**config.mk**
```make
export PLATFORM = sky130hd
export DESIGN_NAME = fetch_stage_ctrl
export DESIGN_NICKNAME = d
export VERILOG_FILES = /design/src/rtl/fetch_stage_ctrl.sv
export SDC_FILE = /design/constraint.sdc
export NUM_CORES = 1
export LEC_CHECK = 0
export BUFFER_PORTS_ARGS = -buffer_cell sky130_fd_sc_hd__buf_2
export CAP_MARGIN = 10
export CORE_MARGIN = 5
export CORE_UTILIZATION = 50
export DETAILED_ROUTE_END_ITERATION = 10
export PLACE_DENSITY = 0.72
export SYNTH_ARGS = -nofsm -noshare
export SYNTH_HDL_FRONTEND = slang
export SYNTH_SLANG_ARGS = --single-unit
```
**constraint.sdc**
```tcl
create_clock -name clock -period 2.75 [get_ports clock]
set_input_delay 0.55 -clock clock [delete_from_list [all_inputs] [get_ports clock]]
set_output_delay 0.55 -clock clock [all_outputs]
set_load 0.02 [all_outputs]
```
**src/rtl/fetch_stage_ctrl.sv**
```systemverilog
// ============================================================================
// Module     : fetch_stage_ctrl
// Description: Fetch stage at the consumer end of the hazard stall/flush
//              protocol. Owns the PC, the p2 instruction register and the
//              instruction-memory req/ack handshake. Absorbs variable imem
//              latency and buffers a word that arrives during a stall.
//              Optional macro FETCH_PERF_CNT_EN adds saturating stall/flush
//              cycle counters (stall_cnt, flush_cnt).
// Revision   : 1.0 - initial release
// ============================================================================
`default_nettype none

module fetch_stage_ctrl #(
  parameter int                 DATA_W   = 16,
  parameter int                 ADDR_W   = 16,
  parameter logic [ADDR_W-1:0]  RESET_PC = '0,
  parameter logic [DATA_W-1:0]  NOP_INSN = '0
) (
  input  logic              clock,
  input  logic              reset_n,
  input  logic              pcWren,
  input  logic              irWren,
  input  logic              irFlush,
  input  logic [ADDR_W-1:0] branch_target,
  output logic              imem_req,
  output logic [ADDR_W-1:0] imem_addr,
  input  logic              imem_ack,
  input  logic [DATA_W-1:0] imem_rdata,
  output logic [DATA_W-1:0] ir,
  output logic [ADDR_W-1:0] ir_pc,
  output logic              ir_valid
`ifdef FETCH_PERF_CNT_EN
  ,
  output logic [15:0]       stall_cnt,
  output logic [15:0]       flush_cnt
`endif
);

  localparam logic [1:0] S_BOOT     = 2'd0;
  localparam logic [1:0] S_FETCH    = 2'd1;
  localparam logic [1:0] S_BUFFERED = 2'd2;
  localparam logic [1:0] S_DISCARD  = 2'd3;

  localparam logic [ADDR_W-1:0] PC_ONE = {{(ADDR_W-1){1'b0}}, 1'b1};

  logic [1:0]        state_q, state_d;
  logic [ADDR_W-1:0] pc_q, pc_d;
  logic [ADDR_W-1:0] disc_addr_q, disc_addr_d;   // stale address of a squashed request
  logic [DATA_W-1:0] buf_q, buf_d;
  logic [DATA_W-1:0] ir_q, ir_d;
  logic [ADDR_W-1:0] ir_pc_q, ir_pc_d;
  logic              ir_valid_q, ir_valid_d;

  logic              word_avail;
  logic [DATA_W-1:0] word;
  logic              advance;

  // A word is usable when it is acked right now or was parked during a stall
  assign word_avail = ((state_q == S_FETCH) & imem_ack) | (state_q == S_BUFFERED);
  assign word       = (state_q == S_BUFFERED) ? buf_q : imem_rdata;
  assign advance    = pcWren & irWren & word_avail & ~irFlush;

  // Request stays up with a frozen address until acked; DISCARD keeps the old address
  assign imem_req  = (state_q == S_FETCH) | (state_q == S_DISCARD);
  assign imem_addr = (state_q == S_DISCARD) ? disc_addr_q : pc_q;

  assign ir       = ir_q;
  assign ir_pc    = ir_pc_q;
  assign ir_valid = ir_valid_q;

  // Next-state: flush beats everything, then discard drain, advance, stall/bubble
  always_comb begin
    state_d     = state_q;
    pc_d        = pc_q;
    disc_addr_d = disc_addr_q;
    buf_d       = buf_q;
    ir_d        = ir_q;
    ir_pc_d     = ir_pc_q;
    ir_valid_d  = ir_valid_q;

    if (state_q == S_BOOT) begin
      state_d = S_FETCH;
      if (irFlush) begin
        pc_d = branch_target;
      end
      if (irWren | irFlush) begin
        ir_d       = NOP_INSN;
        ir_valid_d = 1'b0;
      end
    end else if (irFlush) begin
      ir_d       = NOP_INSN;
      ir_valid_d = 1'b0;
      pc_d       = branch_target;
      if (imem_req & ~imem_ack) begin
        // Memory still owes us a word for the old address; drain it first
        state_d = S_DISCARD;
        if (state_q == S_FETCH) begin
          disc_addr_d = pc_q;
        end
      end else begin
        state_d = S_FETCH;
      end
    end else if (state_q == S_DISCARD) begin
      if (imem_ack) begin
        state_d = S_FETCH;
      end
      if (irWren) begin
        ir_d       = NOP_INSN;
        ir_valid_d = 1'b0;
      end
    end else if (advance) begin
      ir_d       = word;
      ir_pc_d    = pc_q;
      ir_valid_d = 1'b1;
      pc_d       = pc_q + PC_ONE;
      state_d    = S_FETCH;
    end else begin
      if (irWren) begin
        ir_d       = NOP_INSN;
        ir_valid_d = 1'b0;
      end
      if ((state_q == S_FETCH) & imem_ack) begin
        buf_d   = imem_rdata;
        state_d = S_BUFFERED;
      end
    end
  end

  // State and datapath registers
  always_ff @(posedge clock or negedge reset_n) begin
    if (!reset_n) begin
      state_q     <= S_BOOT;
      pc_q        <= RESET_PC;
      disc_addr_q <= '0;
      buf_q       <= '0;
      ir_q        <= NOP_INSN;
      ir_pc_q     <= '0;
      ir_valid_q  <= 1'b0;
    end else begin
      state_q     <= state_d;
      pc_q        <= pc_d;
      disc_addr_q <= disc_addr_d;
      buf_q       <= buf_d;
      ir_q        <= ir_d;
      ir_pc_q     <= ir_pc_d;
      ir_valid_q  <= ir_valid_d;
    end
  end

`ifdef FETCH_PERF_CNT_EN
  logic [15:0] stall_cnt_q;
  logic [15:0] flush_cnt_q;

  // Saturating counts of stall cycles and flush cycles
  always_ff @(posedge clock or negedge reset_n) begin
    if (!reset_n) begin
      stall_cnt_q <= '0;
      flush_cnt_q <= '0;
    end else begin
      if ((~pcWren | ~irWren) && (stall_cnt_q != 16'hFFFF)) begin
        stall_cnt_q <= stall_cnt_q + 16'd1;
      end
      if (irFlush && (flush_cnt_q != 16'hFFFF)) begin
        flush_cnt_q <= flush_cnt_q + 16'd1;
      end
    end
  end

  assign stall_cnt = stall_cnt_q;
  assign flush_cnt = flush_cnt_q;
`endif

endmodule

`default_nettype wire
```
==> results of run 1 <==
==> registers in the layout, indices dropped and copies added (netlist names) <==
signal,count
ir_valid,1
pc_q,16
buf_q,16
ir,16
ir_pc,16
disc_addr_q,16
state_q,2
==> cell families after synthesis <==
logic type / share of synthesized area, %
xor gates and xnor gates: 0.428
and+or+nand+nor: 10.4
DFF: 50.8
buffers and inverters: 3.49
muxes: 22.3
AOI/OAI and AO/OA: 10.8
adders and majority gates: 1.83
==> final cells by class <==
class | count | area, um^2 | area share, %
clock buffer | 10 | 138 | 2.82
clock inverter | 6 | 71.3 | 1.46
inverter | 4 | 15.0 | 0.307
multi-input combinational | 229 | 1870 | 38.3
sequential | 83 | 2080 | 42.5
tap | 105 | 131 | 2.69
timing repair buffer | 103 | 583 | 11.9
==> synth_stat cells (3+ instances only) <==
cell type / instances
mux2i_1: 18
o41ai_1: 4
buf_4: 3
and3_1: 3
nand3_1: 7
a21oi_1: 11
nor2_1: 9
nor3_1: 3
buf_2: 9
inv_1: 4
mux2_2: 65
o21ai_0: 13
o22ai_1: 4
a2bb2oi_1: 4
dfrtp_1: 83
nand4_1: 5
o21ai_2: 10
ha_1: 6
nand2_1: 31
and4_1: 3
clkbuf_1: 9
==> metrics by stage <==
step           utilization [%]  instances  power [uW]  hold slack [ps]
6_report                  60.4        540        4650              238
5_1_grt                   60.4        540        4950              265
4_1_cts                   60.4        540        4710              235
3_5_place_dp              57.8        524        3780              462
3_3_place_gp              57.8        524        3710              456
2_1_floorplan                -        340        3180              254
==> worst max path at each step <==
stage / endpoint / depth (start not counted)
final: imem_addr[5] / 4
after global routing: imem_addr[5] / 4
after CTS: imem_addr[6] / 4
after detailed placement: pc_q[15] / 6
after global placement: pc_q[15] / 6
after floorplan: imem_addr[10] / 4
==> routing by layer <==
metal  GRT usage [%]  vias up
met5               0        -
met4            5.28        0
met3            4.50        4
met2            29.6       96
met1            26.7     1450
li1                -     1421
==> critical path: cells and delay by family (launching register included) <==
| kind | cells | cell delay, ps |
|---|---|---|
| buffers and inverters | 2 | 380 |
| muxes | 1 | 340 |
| adders and majority gates | 1 | 400 |
| DFF | 1 | 440 |
==> placed cells by master, fill, tap and decap left out, drive strengths merged, types with 3 or more instances in the layout <==
cell type and n:
mux2i 18, nand2 31, nor2 9, a2bb2oi 4, ha 6, buf 103
o22ai 4, and4 3, mux2 65, o21ai 23, nor4b 3, nand3 7
nand4 5, inv 7, a21oi 12, clkbuf 10, nor3 3, or3 4
and3 3, o41ai 4, dfrtp 83
==> power breakdown <==
group / internal (uW) / switching [uW] / total (uW)
combinational: 875 / 960 / 1840
sequential: 1630 / 264 / 1900
clock: 456 / 466 / 921
==> key figures, run 1 <==
Placed design
  – Detailed Place HPWL: 6590 um
  – PortBufs: 87
  – Routability congestion estimate: slightly above 0.8
  – Worst slack, placed: 458 ps
  – Placed Instance Area: approximately 4700 um^2

Clock network
  – CTS Buffer Depth: 2
  – Post-CTS setup buffers: 0
  – Hold buffer count at CTS: 0
  – Post-CTS resize count: 0
  – Clock latency on the worst-skew pair: 350 ps
  – Root buf cell: clkbuf_8
  – Num CTS Buffers: 9
  – Clock slew at reported path FFs: ~90 ps
  – # H-tree levels: 3
  – TritonCTS clock tree: done
  – Clock Sinks: 83

Setup path
  – Worst Reg-to-Reg Cells: 6
  – CP cell instances: ha_1 > buf_12 > mux2_2 > buf_2
  – Crit-path max cell delay: 440 ps
  – CP Max Fanout: 14
  – Reg2reg start: state_q[0]
  – WS Path Type: reg -> out
  – Reg2reg setup slack: 470 ps
  – Worst Path Required: 2200 ps
  – Crit path capture type: output port
  – Worst R2R End: pc_q[15]
  – Startpoint Class: register
  – CP Data Arrival Time: 1900 ps
  – Setup crit start: state_q[0]
  – Crit path max-delay cell type: dfrtp_1

Final layout
  – Ant diodes: 0
  – Share of layout cells above drive strength 1: 46.4%
  – Fin nets: 474
  – Filler instances: about 710
  – Final Cell Area: 4890 um^2
  – Area growth syn-to-layout: 19.4%

Yosys
  – Synth async-reset ratio: 100%
  – Post-synthesis average cell area: roughly 12 um^2
  – Yosys warnings: 0
  – Largest area contributor in the netlist: dfrtp_1
  – Ys flop type: dfrtp_1
  – EDFF count, synth: 0
  – Top cells by area, synth: dfrtp_1 (51%), mux2_2 (18%), mux2i_1 (4.4%)
  – Post-synthesis sequential area ratio: 50.8%
  – Yosys reg bits: 83
  – Synthesized netlist cell count: 340
  – Mapped Area: 4090 um^2
  – Top cell type's share of synthesized area: between 50% and 60%
  – Distinct cells, synth: 48
  – Syn nets: 384

Worst hold path
  – Worst hold path type: in -> async

Detailed routing
  – Antenna-violating nets left: 0
  – Wirelength per Cell: 16.8 um
  – Metal3 WL: ~600 um
  – 1st-iter DRT viols: 95
  – Post-Route WL: 9090 um
  – Wire length on met2: 4260 um
  – Vias: 2971
  – Post-DR vias/cell: between 5 and 6
  – Met1 WL: 4190 um
  – Router iterations before antenna repair: 4
  – Highest metal used: met4
  – # DRC: 0

STA
  – Worst Slack Setup Final: 298 ps
  – Min Clock Period, post-route: approximately 2500 ps
  – Max-slew violations: 0
  – Setup TNS Final: 0 ps
  – Slew HR: 31.8%
  – Skew final: about 10 ps
  – Tcrit/Tclk final: 89.2%
  – RSZ-0062 raised after global routing: no
  – Final Hold Viols: 0
  – Max Fclk: 408 MHz
  – Final setup violation count: 0
  – Least-Margin Pin Slew: 1020 ps

Power
  – Pleak: 0.00220 uW
  – Maximum vdd drop: just under 0.5 mV
  – Cell area power density: between 900 and 1000 nW/um^2

Floorplan
  – Die Span Y: ~100 um
  – Row cnt: 33
  – Die area: 10100 um^2
  – Core area: between 8000 and 9000 um^2
  – Starting Density: 50.6%
  – Die W: roughly 100 um
  – Ports: between 80 and 90

Global routing
  – Gr ovfl total: 0
  – Largest net degree at the start of global routing: 52
  – Vias in the first global route: roughly 3.0k
  – GRT Total Usage: between 10% and 20%
  – First-pass GRT wire length: between 15000 and 20000 um
  – Antenna violations before repair: 0

Flow run
  – Max cap viols: 0

Outcome
  – Status: complete, no violations
No activity file was read; power rests on OpenSTA's default activity.
==> inputs of run 2 (changes only) <==
--- a/config.mk
+++ b/config.mk
@@ -5,8 +5,9 @@
 export SDC_FILE = /design/constraint.sdc
 export NUM_CORES = 1
 export LEC_CHECK = 0
-export BUFFER_PORTS_ARGS = -buffer_cell sky130_fd_sc_hd__buf_2
+export BUFFER_PORTS_ARGS = -buffer_cell sky130_fd_sc_hd__buf_4
 export CAP_MARGIN = 10
+export CORE_ASPECT_RATIO = 0.7
 export CORE_MARGIN = 5
 export CORE_UTILIZATION = 50
 export DETAILED_ROUTE_END_ITERATION = 10
==> run 2 against run 1 <==
Compared with the run above:
- utilization up 4.5 points
- critical path depth shrank 1
- first-iteration DRC count rose by 91%
- global-route usage is 0.11 points higher
- clock-buffer cell count is the same
- largest cell class unchanged
- highest routed layer unchanged
==> key figures, run 2 (synthesis gave the netlist of run 1 again) <==
Outcome
  – Status: complete, no violations

STA
  – Final Hold Viols: 0 (unchanged)
  – Least-Margin Pin Slew: 1120 ps (+101 ps)
  – Final setup violation count: 0 (unchanged)
  – Min Clock Period, post-route: 2450 ps (-5.07 ps)
  – Max Fclk: 409 MHz (+0.21%)
  – RSZ-0062 raised after global routing: no
  – Max-slew violations: 0 (unchanged)
  – Skew final: 5.73 ps (-4.35 ps)
  – Slew HR: 25.0% (-6.8 points)
  – Setup TNS Final: 0 ps (unchanged)
  – Tcrit/Tclk final: 89.0% (-0.18 points)

Detailed routing
  – # DRC: 0 (unchanged)
  – Post-Route WL: 9350 um (+2.8%)
  – Antenna-violating nets left: 0 (unchanged)
  – Router iterations before antenna repair: 4 (unchanged)
  – Vias: 2981 (+0.34%)
  – Post-DR vias/cell: 5.61 (+2.0%)
  – 1st-iter DRT viols: 181 (+91%)
  – Wirelength per Cell: 17.6 um (+4.5%)

Clock network
  – Clock latency on the worst-skew pair: 330 ps (-20 ps)
  – CTS Buffer Depth: 2 (unchanged)
  – Clock slew at reported path FFs: 60 ps (-30 ps)
  – Clock Sinks: 83 (unchanged)
  – TritonCTS clock tree: done
  – Root buf cell: clkbuf_16
  – # H-tree levels: 3 (unchanged)
  – Num CTS Buffers: 9 (unchanged)
  – Post-CTS setup buffers: 0 (unchanged)

Setup path
  – WS Path Type: reg -> out
  – Crit path max-delay cell type: ha_2
  – CP cell instances: ha_2 > mux2_2 > buf_4
  – Crit-path max cell delay: 570 ps (+130 ps)
  – Crit path capture type: output port
  – Worst Path Required: 2200 ps (about the same)
  – CP Data Arrival Time: 1900 ps (about the same)
  – CP Max Fanout: 21 (+7)
  – Startpoint Class: register

Final layout
  – Commonest non-fill, non-tap cell in the layout: buf_4
  – Final Cell Area: 5130 um^2 (+5.0%)
  – Fin nets: 469 (-1.1%)
  – Area growth syn-to-layout: 25.4%
  – Most frequent cells in the layout: buf_4 (98), dfrtp_1 (83), mux2_2 (65)
  – Ant diodes: 0 (unchanged)
  – Share of layout cells above drive strength 1: 46.0% (-0.39 points)

Floorplan
  – Die Span Y: 85.7 um (-15%)
  – Ports: 88 (unchanged)
  – Core area: 7910 um^2 (-2.3%)
  – Die area: 10100 um^2 (+0.29%)
  – Row cnt: 27 (-18%)
  – Starting Density: 51.8% (+1.2 points)
  – Die W: 118 um (+18%)

Placed design
  – Detailed Place HPWL: 6620 um (+0.48%)
  – Placed Instance Area: 4830 um^2 (+3.2%)
  – PortBufs: 87 (unchanged)
  – Routability congestion estimate: 0.850 (+5.0%)

Global routing
  – Gr ovfl total: 0 (unchanged)
  – Largest net degree at the start of global routing: 36 (-31%)
  – GRT Total Usage: 19.1% (+0.11 points)
  – Vias in the first global route: 2995 (-0.60%)
  – Antenna violations before repair: 0 (unchanged)
  – First-pass GRT wire length: 15700 um (+3.4%)

Power
  – Cell area power density: 991 nW/um^2 (+4.1%)
  – Maximum vdd drop: 0.744 mV (+53%)
  – Pleak: 0.00227 uW (+2.9%)

Flow run
  – Max cap viols: 0 (unchanged)

Worst hold path
  – Worst hold path type: in -> async
==> run 2: worst paths after layout <==
| check | startpoint | to | slack (ps) | cells after the start |
|---|---|---|---|---|
| min reg2reg | ir[0] | ir[0] | 480 | 2 |
| max in group asynchronous | reset_n | ir_valid | 1870 | 2 |
| max | state_q[0] | imem_addr[14] | 300 | 3 |
| min | reset_n | ir_pc[1] | 160 | 1 |
| min in group clock | branch_target[0] | pc_q[0] | 430 | 3 |
| max reg2reg | state_q[0] | pc_q[15] | 500 | 5 |
==> run 2: report_power, final <==
part / internal [uW] / switching, uW / total (uW) / leakage [uW]
Sequential: 1640 / 283 / 1920 / 0.00101
Clock: 728 / 484 / 1210 / 0.000148
Combinational: 996 / 962 / 1960 / 0.00111
Total: 3360 / 1730 / 5090 / 0.00227
==> run 2: layout make-up <==
cell class              instances  area (um^2)
clock buffers                  10          239
clock inverters                 6         65.1
fillers                       653         2770
inverters                       4         15.0
multi-input cells             229         1870
flip-flops and latches         83         2080
well taps                     101          126
repair buffers                 98          736
==> run 2: metal layers <==
| layer | wire length [um] | vias up | global-route usage (%) |
|---|---|---|---|
| met5 | 0 | - | 0 |
| met4 | 78 | 0 | 4.38 |
| met3 | 643 | 9 | 6.20 |
| met2 | 4300 | 85 | 28.9 |
| met1 | 4330 | 1464 | 26.9 |
| li1 | - | 1423 | - |
==> run 2: stage by stage <==
step | util, % | power [uW] | std cells | setup WS, ps | hold slack (ps)
finish | 64.9 | 5090 | 531 | 303 | 155
global placement | 61.0 | 3840 | 515 | 360 | 464
floorplan | - | 3180 | 340 | 659 | 254
global route | 64.9 | 5390 | 531 | 216 | 201
detailed placement | 61.0 | 3910 | 515 | 274 | 469
CTS | 64.9 | 5130 | 531 | 286 | 178
==> run 2: what timing repair did <==
item	CTS	global route
hold buffers	0	0
gates resized for setup	1	0
endpoints found under the setup margin	16	0
==> run 2: critical path: cells and delay by family, from the launching register on <==
kind	cells	cell delay, ps
buffers and inverters	1	160
multiplexers	1	410
flip-flops	1	420
adder cells (fa/ha/maj)	1	570
